`config.mk`:
```
export PLATFORM = sky130hd
export DESIGN_NAME = hog_cell_fetch_flat
export DESIGN_NICKNAME = d
export VERILOG_FILES = /design/src/rtl/hog_pkg.sv /design/src/rtl/hog_cell_fetch_if.sv /design/src/rtl/hog_cell_addr_gen.sv /design/src/rtl/hog_cell_fetch.sv /design/src/flat_wrapper.sv
export SDC_FILE = /design/constraint.sdc
export NUM_CORES = 2
export LEC_CHECK = 0
export BUFFER_PORTS_ARGS = -buffer_cell sky130_fd_sc_hd__buf_2
export CORE_MARGIN = 2
export CORE_UTILIZATION = 42
export CTS_CLUSTER_SIZE = 25
export DETAILED_ROUTE_END_ITERATION = 8
export PLACE_DENSITY = 0.65
export REMOVE_ABC_BUFFERS = 1
export SYNTH_ARGS = -nofsm -noshare
export SYNTH_HDL_FRONTEND = slang
export SYNTH_SLANG_ARGS = --single-unit
```
`constraint.sdc`:
```
create_clock -name clk -period 12.5 [get_ports clk]
set_input_delay 2.5 -clock clk [delete_from_list [all_inputs] [get_ports clk]]
set_output_delay 2.5 -clock clk [all_outputs]
set_load 0.01 [all_outputs]
```
`src/rtl/hog_pkg.sv`:
```
// hog_pkg: shared constants, FSM state encoding and the corner-skipping
// window walk used by the HOG cell fetcher.
package hog_pkg;

    localparam int PIX_W  = 8;
    localparam int CELL_S = 10;
    localparam int PIX_N  = CELL_S * CELL_S - 4;
    localparam int IN_W   = PIX_W * PIX_N;
    localparam int K_W    = $clog2(PIX_N + 1);

    typedef enum logic [1:0] {
        S_IDLE,
        S_FETCH,
        S_DRAIN,
        S_DONE
    } fsm_t;

    typedef struct packed {
        logic [3:0] r;
        logic [3:0] c;
    } rc_t;

    // Slot k -> (r,c) in the 10x10 window, row-major, corners skipped.
    // Row 0 loses one corner before it, rows 1..8 two, row 9 three.
    function automatic rc_t k_to_rc(input logic [K_W-1:0] k);
        logic [K_W-1:0] j;
        rc_t            rc;
        if (k < K_W'(CELL_S - 2))
            j = k + K_W'(1);
        else if (k < K_W'(CELL_S * (CELL_S - 1) - 2))
            j = k + K_W'(2);
        else
            j = k + K_W'(3);
        rc.r = 4'(j / K_W'(CELL_S));
        rc.c = 4'(j % K_W'(CELL_S));
        return rc;
    endfunction

endpackage

```
`src/rtl/hog_cell_fetch_if.sv`:
```
// hog_cell_fetch_if: request/ready cell bus plus pixel memory port.
// slave = fetcher side, master = consumer/memory side.
interface hog_cell_fetch_if #(
    parameter int IMG_W = 320,
    parameter int IMG_H = 240
);
    import hog_pkg::*;

    localparam int CX_W   = $clog2(IMG_W / 8);
    localparam int CY_W   = $clog2(IMG_H / 8);
    localparam int ADDR_W = $clog2(IMG_W * IMG_H);

    logic              i_start;
    logic              request;
    logic              ready;
    logic [IN_W-1:0]   o_data_fetch;
    logic [CX_W-1:0]   o_cell_x;
    logic [CY_W-1:0]   o_cell_y;
    logic              o_frame_done;
    logic              mem_re;
    logic [ADDR_W-1:0] mem_addr;
    logic [PIX_W-1:0]  mem_rdata;

    modport slave (
        input  i_start, request, mem_rdata,
        output ready, o_data_fetch, o_cell_x, o_cell_y,
        output o_frame_done, mem_re, mem_addr
    );

    modport master (
        output i_start, request, mem_rdata,
        input  ready, o_data_fetch, o_cell_x, o_cell_y,
        input  o_frame_done, mem_re, mem_addr
    );

endinterface

```
`src/rtl/hog_cell_addr_gen.sv`:
```
// hog_cell_addr_gen: maps (cx,cy,r,c) to a row-major pixel address and
// an in-range flag. Ports: cx_i, cy_i, r_i, c_i -> addr_o, in_range_o.
// HOG_CELL_FETCH_EDGE_CLAMP_EN: clamp to the frame, always in range.
module hog_cell_addr_gen #(
    parameter int IMG_W  = 320,
    parameter int IMG_H  = 240,
    parameter int CX_W   = $clog2(IMG_W / 8),
    parameter int CY_W   = $clog2(IMG_H / 8),
    parameter int ADDR_W = $clog2(IMG_W * IMG_H)
) (
    input  logic [CX_W-1:0]   cx_i,
    input  logic [CY_W-1:0]   cy_i,
    input  logic [3:0]        r_i,
    input  logic [3:0]        c_i,
    output logic [ADDR_W-1:0] addr_o,
    output logic              in_range_o
);

    // Two spare bits: one for the -1 border, one for sign.
    localparam int XW = $clog2(IMG_W) + 2;
    localparam int YW = $clog2(IMG_H) + 2;

    logic signed [XW-1:0] x_s;
    logic signed [XW-1:0] x_c;
    logic signed [YW-1:0] y_s;
    logic signed [YW-1:0] y_c;
    logic                 x_ok;
    logic                 y_ok;

    always_comb begin
        x_s = $signed(XW'({cx_i, 3'b000})) + $signed(XW'(c_i))
            - $signed(XW'(1));
        y_s = $signed(YW'({cy_i, 3'b000})) + $signed(YW'(r_i))
            - $signed(YW'(1));
        x_ok = !x_s[XW-1] && (x_s < $signed(XW'(IMG_W)));
        y_ok = !y_s[YW-1] && (y_s < $signed(YW'(IMG_H)));
`ifdef HOG_CELL_FETCH_EDGE_CLAMP_EN
        x_c = x_s[XW-1] ? '0 : (x_ok ? x_s : $signed(XW'(IMG_W - 1)));
        y_c = y_s[YW-1] ? '0 : (y_ok ? y_s : $signed(YW'(IMG_H - 1)));
        in_range_o = 1'b1;
`else
        x_c = x_s;
        y_c = y_s;
        in_range_o = x_ok && y_ok;
`endif
        addr_o = ADDR_W'(unsigned'(y_c)) * ADDR_W'(IMG_W)
               + ADDR_W'(unsigned'(x_c));
    end

endmodule

```
`src/rtl/hog_cell_fetch.sv`:
```
// hog_cell_fetch: serves 96-pixel bordered cells in raster order.
// Ports: clk, rst (sync, high), bus (slave): i_start, request, ready,
// o_data_fetch, o_cell_x/y, o_frame_done, mem_re/addr/rdata.
// HOG_CELL_FETCH_EDGE_CLAMP_EN selects edge clamp instead of zero pad.
module hog_cell_fetch
    import hog_pkg::*;
#(
    parameter int IMG_W = 320,
    parameter int IMG_H = 240
) (
    input logic             clk,
    input logic             rst,
    hog_cell_fetch_if.slave bus
);

    localparam int CELL_X = IMG_W / 8;
    localparam int CELL_Y = IMG_H / 8;
    localparam int CX_W   = $clog2(CELL_X);
    localparam int CY_W   = $clog2(CELL_Y);
    localparam int ADDR_W = $clog2(IMG_W * IMG_H);

    fsm_t              state_q, state_d;
    logic [K_W-1:0]    k_q, k_d;
    logic [CX_W-1:0]   ptr_x_q, ptr_x_d;
    logic [CY_W-1:0]   ptr_y_q, ptr_y_d;
    logic [CX_W-1:0]   lat_x_q, lat_x_d;
    logic [CY_W-1:0]   lat_y_q, lat_y_d;
    logic              start_pend_q, start_pend_d;
    logic              re_q, re_d;
    logic [ADDR_W-1:0] addr_q, addr_d;
    logic              pend_v_q;
    logic              pend_rd_q;
    logic [IN_W-1:0]   asm_q;
    logic [IN_W-1:0]   out_q;
    logic [IN_W-1:0]   shifted;
    logic [CX_W-1:0]   cell_x_q;
    logic [CY_W-1:0]   cell_y_q;
    logic              ready_q;
    logic              fdone_q;
    logic              last_cell;

    logic [CX_W-1:0]   g_cx;
    logic [CY_W-1:0]   g_cy;
    logic [K_W-1:0]    g_k;
    rc_t               g_rc;
    logic [ADDR_W-1:0] g_addr;
    logic              g_ok;

    // Address for the slot driven in the next cycle: slot 0 of the
    // cell being latched in IDLE, else slot k+1 of the latched cell.
    always_comb begin
        if (state_q == S_IDLE) begin
            g_cx = bus.i_start ? '0 : ptr_x_q;
            g_cy = bus.i_start ? '0 : ptr_y_q;
            g_k  = '0;
        end else begin
            g_cx = lat_x_q;
            g_cy = lat_y_q;
            g_k  = k_q + K_W'(1);
        end
        g_rc = k_to_rc(g_k);
    end

    hog_cell_addr_gen #(
        .IMG_W (IMG_W),
        .IMG_H (IMG_H),
        .CX_W  (CX_W),
        .CY_W  (CY_W),
        .ADDR_W(ADDR_W)
    ) u_addr (
        .cx_i      (g_cx),
        .cy_i      (g_cy),
        .r_i       (g_rc.r),
        .c_i       (g_rc.c),
        .addr_o    (g_addr),
        .in_range_o(g_ok)
    );

    assign last_cell = (lat_x_q == CX_W'(CELL_X - 1))
                    && (lat_y_q == CY_W'(CELL_Y - 1));

    // Shift-in of the returning datum; slots not read arrive as zero.
    assign shifted = {pend_rd_q ? bus.mem_rdata : '0,
                      asm_q[IN_W-1:PIX_W]};

    always_comb begin
        state_d      = state_q;
        k_d          = k_q;
        ptr_x_d      = ptr_x_q;
        ptr_y_d      = ptr_y_q;
        lat_x_d      = lat_x_q;
        lat_y_d      = lat_y_q;
        start_pend_d = start_pend_q;
        re_d         = 1'b0;
        addr_d       = addr_q;
        unique case (state_q)
            S_IDLE: begin
                if (bus.request) begin
                    state_d = S_FETCH;
                    k_d     = '0;
                    lat_x_d = g_cx;
                    lat_y_d = g_cy;
                    re_d    = g_ok;
                    if (g_ok)
                        addr_d = g_addr;
                end
            end
            S_FETCH: begin
                if (bus.i_start)
                    start_pend_d = 1'b1;
                if (k_q == K_W'(PIX_N - 1)) begin
                    state_d = S_DRAIN;
                end else begin
                    k_d  = k_q + K_W'(1);
                    re_d = g_ok;
                    if (g_ok)
                        addr_d = g_addr;
                end
            end
            S_DRAIN: begin
                state_d      = S_DONE;
                start_pend_d = 1'b0;
                if (start_pend_q) begin
                    ptr_x_d = '0;
                    ptr_y_d = '0;
                end else if (lat_x_q == CX_W'(CELL_X - 1)) begin
                    ptr_x_d = '0;
                    ptr_y_d = (lat_y_q == CY_W'(CELL_Y - 1)) ? '0
                            : lat_y_q + CY_W'(1);
                end else begin
                    ptr_x_d = lat_x_q + CX_W'(1);
                    ptr_y_d = lat_y_q;
                end
            end
            S_DONE: begin
                state_d = S_IDLE;
            end
            default: begin
                state_d = S_IDLE;
            end
        endcase
        // A new frame always wins over the post-delivery advance.
        if (bus.i_start) begin
            ptr_x_d = '0;
            ptr_y_d = '0;
        end
    end

    always_ff @(posedge clk) begin
        if (rst) begin
            state_q      <= S_IDLE;
            k_q          <= '0;
            ptr_x_q      <= '0;
            ptr_y_q      <= '0;
            lat_x_q      <= '0;
            lat_y_q      <= '0;
            start_pend_q <= 1'b0;
            re_q         <= 1'b0;
            addr_q       <= '0;
            pend_v_q     <= 1'b0;
            pend_rd_q    <= 1'b0;
            asm_q        <= '0;
            out_q        <= '0;
            cell_x_q     <= '0;
            cell_y_q     <= '0;
            ready_q      <= 1'b0;
            fdone_q      <= 1'b0;
        end else begin
            state_q      <= state_d;
            k_q          <= k_d;
            ptr_x_q      <= ptr_x_d;
            ptr_y_q      <= ptr_y_d;
            lat_x_q      <= lat_x_d;
            lat_y_q      <= lat_y_d;
            start_pend_q <= start_pend_d;
            re_q         <= re_d;
            addr_q       <= addr_d;
            // Slot flag follows the one-cycle memory latency.
            pend_v_q     <= (state_q == S_FETCH);
            pend_rd_q    <= re_q;
            if (pend_v_q)
                asm_q <= shifted;
            // Last datum lands in DRAIN; publish it with the cell.
            ready_q <= (state_q == S_DRAIN);
            fdone_q <= (state_q == S_DRAIN) && last_cell;
            if (state_q == S_DRAIN) begin
                out_q    <= shifted;
                cell_x_q <= lat_x_q;
                cell_y_q <= lat_y_q;
            end
        end
    end

    assign bus.ready        = ready_q;
    assign bus.o_data_fetch = out_q;
    assign bus.o_cell_x     = cell_x_q;
    assign bus.o_cell_y     = cell_y_q;
    assign bus.o_frame_done = fdone_q;
    assign bus.mem_re       = re_q;
    assign bus.mem_addr     = addr_q;

endmodule

```
`src/flat_wrapper.sv`:
```
// flat-port wrapper written by rule: the top's interface ports become plain ports
module hog_cell_fetch_flat import hog_pkg::*;
#(
    parameter int IMG_W = 320,
    parameter int IMG_H = 240
)
  (clk, rst, bus_i_start, bus_request, bus_mem_rdata, bus_ready, bus_o_data_fetch, bus_o_cell_x, bus_o_cell_y, bus_o_frame_done, bus_mem_re, bus_mem_addr);
  hog_cell_fetch_if #(.IMG_W(IMG_W), .IMG_H(IMG_H)) bus_i ();
  input logic clk;
  input logic rst;
  input wire logic [$bits(bus_i.i_start)-1:0] bus_i_start;
  input wire logic [$bits(bus_i.request)-1:0] bus_request;
  input wire logic [$bits(bus_i.mem_rdata)-1:0] bus_mem_rdata;
  output wire logic [$bits(bus_i.ready)-1:0] bus_ready;
  output wire logic [$bits(bus_i.o_data_fetch)-1:0] bus_o_data_fetch;
  output wire logic [$bits(bus_i.o_cell_x)-1:0] bus_o_cell_x;
  output wire logic [$bits(bus_i.o_cell_y)-1:0] bus_o_cell_y;
  output wire logic [$bits(bus_i.o_frame_done)-1:0] bus_o_frame_done;
  output wire logic [$bits(bus_i.mem_re)-1:0] bus_mem_re;
  output wire logic [$bits(bus_i.mem_addr)-1:0] bus_mem_addr;
  assign bus_i.i_start = bus_i_start;
  assign bus_i.request = bus_request;
  assign bus_i.mem_rdata = bus_mem_rdata;
  assign bus_ready = bus_i.ready;
  assign bus_o_data_fetch = bus_i.o_data_fetch;
  assign bus_o_cell_x = bus_i.o_cell_x;
  assign bus_o_cell_y = bus_i.o_cell_y;
  assign bus_o_frame_done = bus_i.o_frame_done;
  assign bus_mem_re = bus_i.mem_re;
  assign bus_mem_addr = bus_i.mem_addr;
  hog_cell_fetch #(.IMG_W(IMG_W), .IMG_H(IMG_H)) u_core (.clk(clk), .rst(rst), .bus(bus_i));
endmodule
```
======== Yosys cells after proc, flatten, opt, wreduce, memory -nomap -nowiden ========
Cells that the tools add are included.
Widths: inputs -> output; s select.
storage, ports and cells
  bits in registers ....................... 1601
  output and inout bits ................... 799
  logic and storage cells ................. 88
cells by class
  $add $sub $neg .......................... 11
  $mul .................................... 1
  eq/ne operators ......................... 10
  $lt $le $gt $ge ......................... 4
  muxes and demuxes ....................... 28
  div/mod/pow operators ................... 2
  reduce and logical (&&, ||, !) cells .... 15
operator list
  operator               number
  $mux 17                3
  $mux 7                 5
  $pmux 17 s2            1
  $mux 5                 5
  $mux 6                 4
  $add 17x11->17         1
  $add 7x1->7 const B    2
  $add 7x2->7 const B    2
  $pmux 7 s2             1
  $lt 11x10->1 const B   1
  $mul 10x3->11 const B  1
  $sub 11x2->11 const B  1
  $add 9x4->10           1
  $lt 10x9->1 const B    1
  $sub 9x1->10 const B   1
  $add 8x4->9            1
  $mux 8                 1
  $pmux 2 s4             1
  $div 7x4->7 const B    1
  $eq 7x7->1 const B     1
  $lt 7x4->1 const B     1
  $lt 7x7->1 const B     1
  $mod 7x4->7 const B    1
  $add 6x1->6 const B    1
  17 further kinds       32

======== Logic depth before layout (Yosys ltp) ========
  depth in word-level cells ............... 14
  depth in mapped cells ................... 48

======== Modules after synthesis ========
Synthesis repeated with hierarchy kept, for this count alone.
unflattened totals
  cell total of the unflattened synthesis .. 5653
  area total of the unflattened synthesis .. 58488.6 um^2
modules (own cells, without submodules)
  module             area an instance (um^2)  seq. area each (um^2)  instances  cells an instance
  hog_cell_fetch     56938.4                  31890.6                1          5449
  hog_cell_addr_gen  1550.2                   0.0                    1          204

======== Worst setup path after synthesis ========
OpenSTA, ideal clock, no wires.
  path kind ............................... flip-flop to flip-flop
  start point ............................. register u_core.k_q[0]
  end point ............................... register u_core.addr_q[16] (netlist: u_core.bus.mem_addr[16])
  stages on the path, launching flop included .. 48
  setup slack ............................. 3.391 ns
  arrival time ............................ 9.038 ns
  setup time .............................. 0.071 ns
  data required time ...................... 12.429 ns
  buffers on the path ..................... 1
  period minus slack after synthesis ...... 9.109 ns
  path through ............................ dfxtp_1 > ha_1 > buf_4 > nand2b_1 > a21oi_1 > ha_1 > or3b_1 > or4_1 > a32oi_1 > xnor2_1 > or4b_1 > or3_4 > a21oi_1 > a31oi_1 > ha_1 > nand3_1 > o31ai_1 > nor2_1 > [... 12 more ...] > a21o_1 > a21oi_1 > o21bai_1 > a21o_1 > xor2_1 > inv_1 > ha_1 > ha_1 > a21o_1 > a21oi_1 > xnor2_1 > nand2_1 > or2_2 > xor2_1 > xnor2_1 > xnor2_1 > nand3_1 > a21oi_1
on the way
  cells in the longest elaborated chain, start to end .. 14
RTL lines
  item                                                     RTL line               RTL
  start, declared                                          hog_cell_fetch.sv:23   logic [K_W-1:0] k_q, k_d;
  start signal, assigned                                   hog_cell_fetch.sv:170  k_q <= k_d;
  branches (longest 14 deep; another with $add 17x11->17)  n/a
  end signal, assigned                                     hog_cell_fetch.sv:177  addr_q <= addr_d;
  end, declared                                            hog_cell_fetch.sv:30   logic [ADDR_W-1:0] addr_q, addr_d;
Several ways; the timed one is not identified. The select of a mux whose other input is x is not followed.
A chain may end at the register's enable or synchronous reset.

======== Worst setup path after layout ========
Ends and elaborated chain as after synthesis.

==> results.sh <==
export IMPL_rsz_0062_raised_after_global_routing="false"
export IMPL_total_count_of_hold_check_failures_in_the_final_report=0
export IMPL_postRouteAntennaNets=0
export IMPL_yosys_area_top_type_share=0.546
export IMPL_dieWidth_microns=377
export IMPL_synth_most_common_cell="sky130_fd_sc_hd__dfxtp_1"
export IMPL_final_layout_size_suffix_gt1_frac=0.177
export IMPL_r2r_setup_slack_ns=1.88
export IMPL_fp_dieH_microns=377
export IMPL_synth_cell_types=82
export IMPL_timing_critical_path_required_ns=13.19
export IMPL_setup_ws_ns=1.88
export IMPL_clock_sinks=1593
export IMPL_clock_root_buffer="sky130_fd_sc_hd__clkbuf_16"
export IMPL_grt_first_pass_wirelength_microns=219000
export IMPL_worstSetupStartpointType="flip-flop"
export IMPL_tritoncts_num_buffers=164
export IMPL_max_clock_path_buffers=3
export IMPL_power_density_nw_per_um2=173
export IMPL_grt_antenna_before_repair=3
export IMPL_place_area_sq_um=63600
export IMPL_max_vdd_ir_drop_uv=120
export IMPL_fin_tns_setup_ns=0
export IMPL_number_of_global_route_vias_before_repair=37670
export IMPL_grt_remaining_overflow=0
export IMPL_core_rowCount=136
export IMPL_setup_viol_count_final=0
export IMPL_detail_route_wl_per_cell_microns=17.5
export IMPL_period_minus_slack_ns=10.62
export IMPL_die_area_sq_um=142000
export IMPL_cts_tree="built"
export IMPL_critical_path_peak_fanout=15
export IMPL_finish_instance_area_sq_um=69200
export IMPL_post_synth_most_frequent_cells="sky130_fd_sc_hd__dfxtp_1, sky130_fd_sc_hd__nor2_1, sky130_fd_sc_hd__mux2i_1"
export IMPL_route_detailed_drc=0
export IMPL_drt_wl_total_microns=143000
export IMPL_cp_slowest_stage_delay_ns=0.62
export IMPL_drtPass1Iterations=6
export IMPL_max_slew_violations=0
export IMPL_fin_skew_ns=0.0464
export IMPL_layout_filler_cells=12655
export IMPL_sequential_area_share_after_synthesis=0.546
export IMPL_worst_slew_pin_slew_ns=1.38
export IMPL_clock_pin_slew_on_the_worst_setup_and_hold_paths_ns=0.07
export IMPL_ys_top_cells_by_area="sky130_fd_sc_hd__dfxtp_1, sky130_fd_sc_hd__mux2i_1, sky130_fd_sc_hd__nor2_1, sky130_fd_sc_hd__clkbuf_1, sky130_fd_sc_hd__ha_1"
export IMPL_slew_headroom=0.0817
export IMPL_asyncSetResetFlopFracSynth=0
export IMPL_synthesis_yosys_warnings=0
export IMPL_dp_hpwl_microns=95900
export IMPL_pin_count=811
export IMPL_cts_resized=0
export IMPL_synth_cell_area_sq_um=58400
export IMPL_gp_congestion=0.806
export IMPL_fin_total_pwr_mw=12.0
export IMPL_cpMostUsedCell="sky130_fd_sc_hd__ha_1"
export IMPL_syn_area_per_cell_sq_um=10.4
export IMPL_grt_max_degree=230
export IMPL_core_area_sq_um=138000
export IMPL_grt_util_all_layers=0.192
export IMPL_drt_iter0_drc=2456
export IMPL_worstSetupEndpointType="flip-flop"
export IMPL_areaGrowthSynthToFinish_pct=18.6
export IMPL_synth_area_leader_cell="sky130_fd_sc_hd__dfxtp_1"
export IMPL_detailroute_via_count=40445
export IMPL_drv_cap=0
export IMPL_finish_net_count=6320
export IMPL_cts_hold_buffers_added=0
export IMPL_post_syn_instances=5627
export IMPL_timing_hold_worst_class="flip-flop to flip-flop"
export IMPL_setup_worst_path_class="flip-flop to flip-flop"
export IMPL_layout_worst_path_cycle_share=0.849
export IMPL_synth_seq_cells=1593
export IMPL_post_cts_setup_buffer_count=0
export IMPL_static_leakage_power_nw=27.4
export IMPL_slowest_stage="sky130_fd_sc_hd__dfxtp_1"
export IMPL_maxClockFrequency_mhz=94.2
export IMPL_htree_levels=4
export IMPL_dominantRegCellSynth="sky130_fd_sc_hd__dfxtp_1"
export IMPL_synth_edf_count=0
export IMPL_routed_via_density=4.94
export IMPL_placement_io_buffers=810
export IMPL_worstPathArrival_ns=11.30
export IMPL_post_place_ws_ns=2.00
export IMPL_outcome="completed"
export IMPL_clkLatencyLatePin_ns=0.78
export IMPL_initial_core_util=0.424
[flip-flops by register name, indices dropped and copies added, names as in the netlist]
signal and flops:
u_core.pend_v_q 1, u_core.asm_q 760, u_core.ptr_x_q 6, u_core.bus.mem_re 1
u_core.state_q 2, u_core.k_q 7, u_core.bus.o_frame_done 1, u_core.bus.o_data_fetch 768
u_core.start_pend_q 1, u_core.lat_y_q 5, u_core.pend_rd_q 1, u_core.bus.o_cell_x 6
u_core.bus.ready 1, u_core.bus.mem_addr 17, u_core.bus.o_cell_y 5, u_core.lat_x_q 6
u_core.ptr_y_q 5
[through the flow]
| step | instances | hold slack [ns] | util |
|---|---|---|---|
| after floorplan | 5250 | 0.447 | - |
| after detailed placement | 7885 | 0.454 | 0.462 |
| after CTS | 8186 | 0.463 | 0.503 |
| after global placement | 7885 | 0.451 | 0.462 |
| after global routing | 8186 | 0.479 | 0.503 |
| final | 8188 | 0.461 | 0.503 |
[where the power goes]
part	leakage [nW]	total (mW)	switching [mW]	internal, mW
logic	11.8	1.94	1.13	0.809
registers	12.8	5.11	0.0254	5.08
clock network	2.74	4.95	2.04	2.90
[final timing paths]
path,startpoint,to,cells past startpoint
hold / removal,u_core.bus.o_data_fetch[763],u_core.bus.o_data_fetch[763],2
setup / recovery,u_core.k_q[0],u_core.bus.mem_addr[16],46
setup reg to reg,u_core.k_q[0],u_core.bus.mem_addr[16],46
hold reg to reg,u_core.bus.o_data_fetch[763],u_core.bus.o_data_fetch[763],2
[cell type report]
class                           instances  area (sq um)  share of cell area
Multi-Input combinational cell       3610         24900               0.359
Timing Repair Buffer                  841          4450              0.0643
Antenna cell                            2          5.00           0.0000723
Clock buffer                          245          4870              0.0705
Sequential cell                      1593         31900               0.461
Clock inverter                         56           689             0.00996
Tap cell                             1794          2240              0.0324
Inverter                               47           176             0.00255
[kinds of logic after synthesis]
logic type | share of synthesized area
fa+ha+maj | 0.0113
xor+xnor | 0.00735
compound gates | 0.0222
mux | 0.265
buf+inv | 0.0279
flops | 0.546
simple gates | 0.120
[cell usage in the layout (no fill, tap or decap), types with 25 or more instances in the layout]
master and n:
sky130_fd_sc_hd__ha_1 47, sky130_fd_sc_hd__clkinv_2 29, sky130_fd_sc_hd__nand3_1 40, sky130_fd_sc_hd__nor2_1 1581, sky130_fd_sc_hd__nand2_1 57, sky130_fd_sc_hd__clkbuf_16 169
sky130_fd_sc_hd__o21ai_0 25, sky130_fd_sc_hd__inv_1 47, sky130_fd_sc_hd__clkbuf_8 36, sky130_fd_sc_hd__mux2i_1 1538, sky130_fd_sc_hd__clkbuf_1 40, sky130_fd_sc_hd__buf_2 809
sky130_fd_sc_hd__dfxtp_1 1592, sky130_fd_sc_hd__a21oi_1 70, sky130_fd_sc_hd__xnor2_1 31
[per-layer routing]
layer,vias to the layer above,wire length [microns],global-route usage
met2,814,66100,0.310
met5,-,27,0
met4,4,5500,0.0782
met3,246,10100,0.0608
met1,19172,61200,0.236
li1,20209,-,-
[worst max-delay path: cells and delay by family (launching register included)]
kind,cells,cell delay [ns]
flops,1,0.62
fa+ha+maj,8,2.17
buf+inv,5,0.38
simple gates,13,3.82
compound gates,14,2.47
xor+xnor,6,1.09
(Power assumes the default switching activity.)
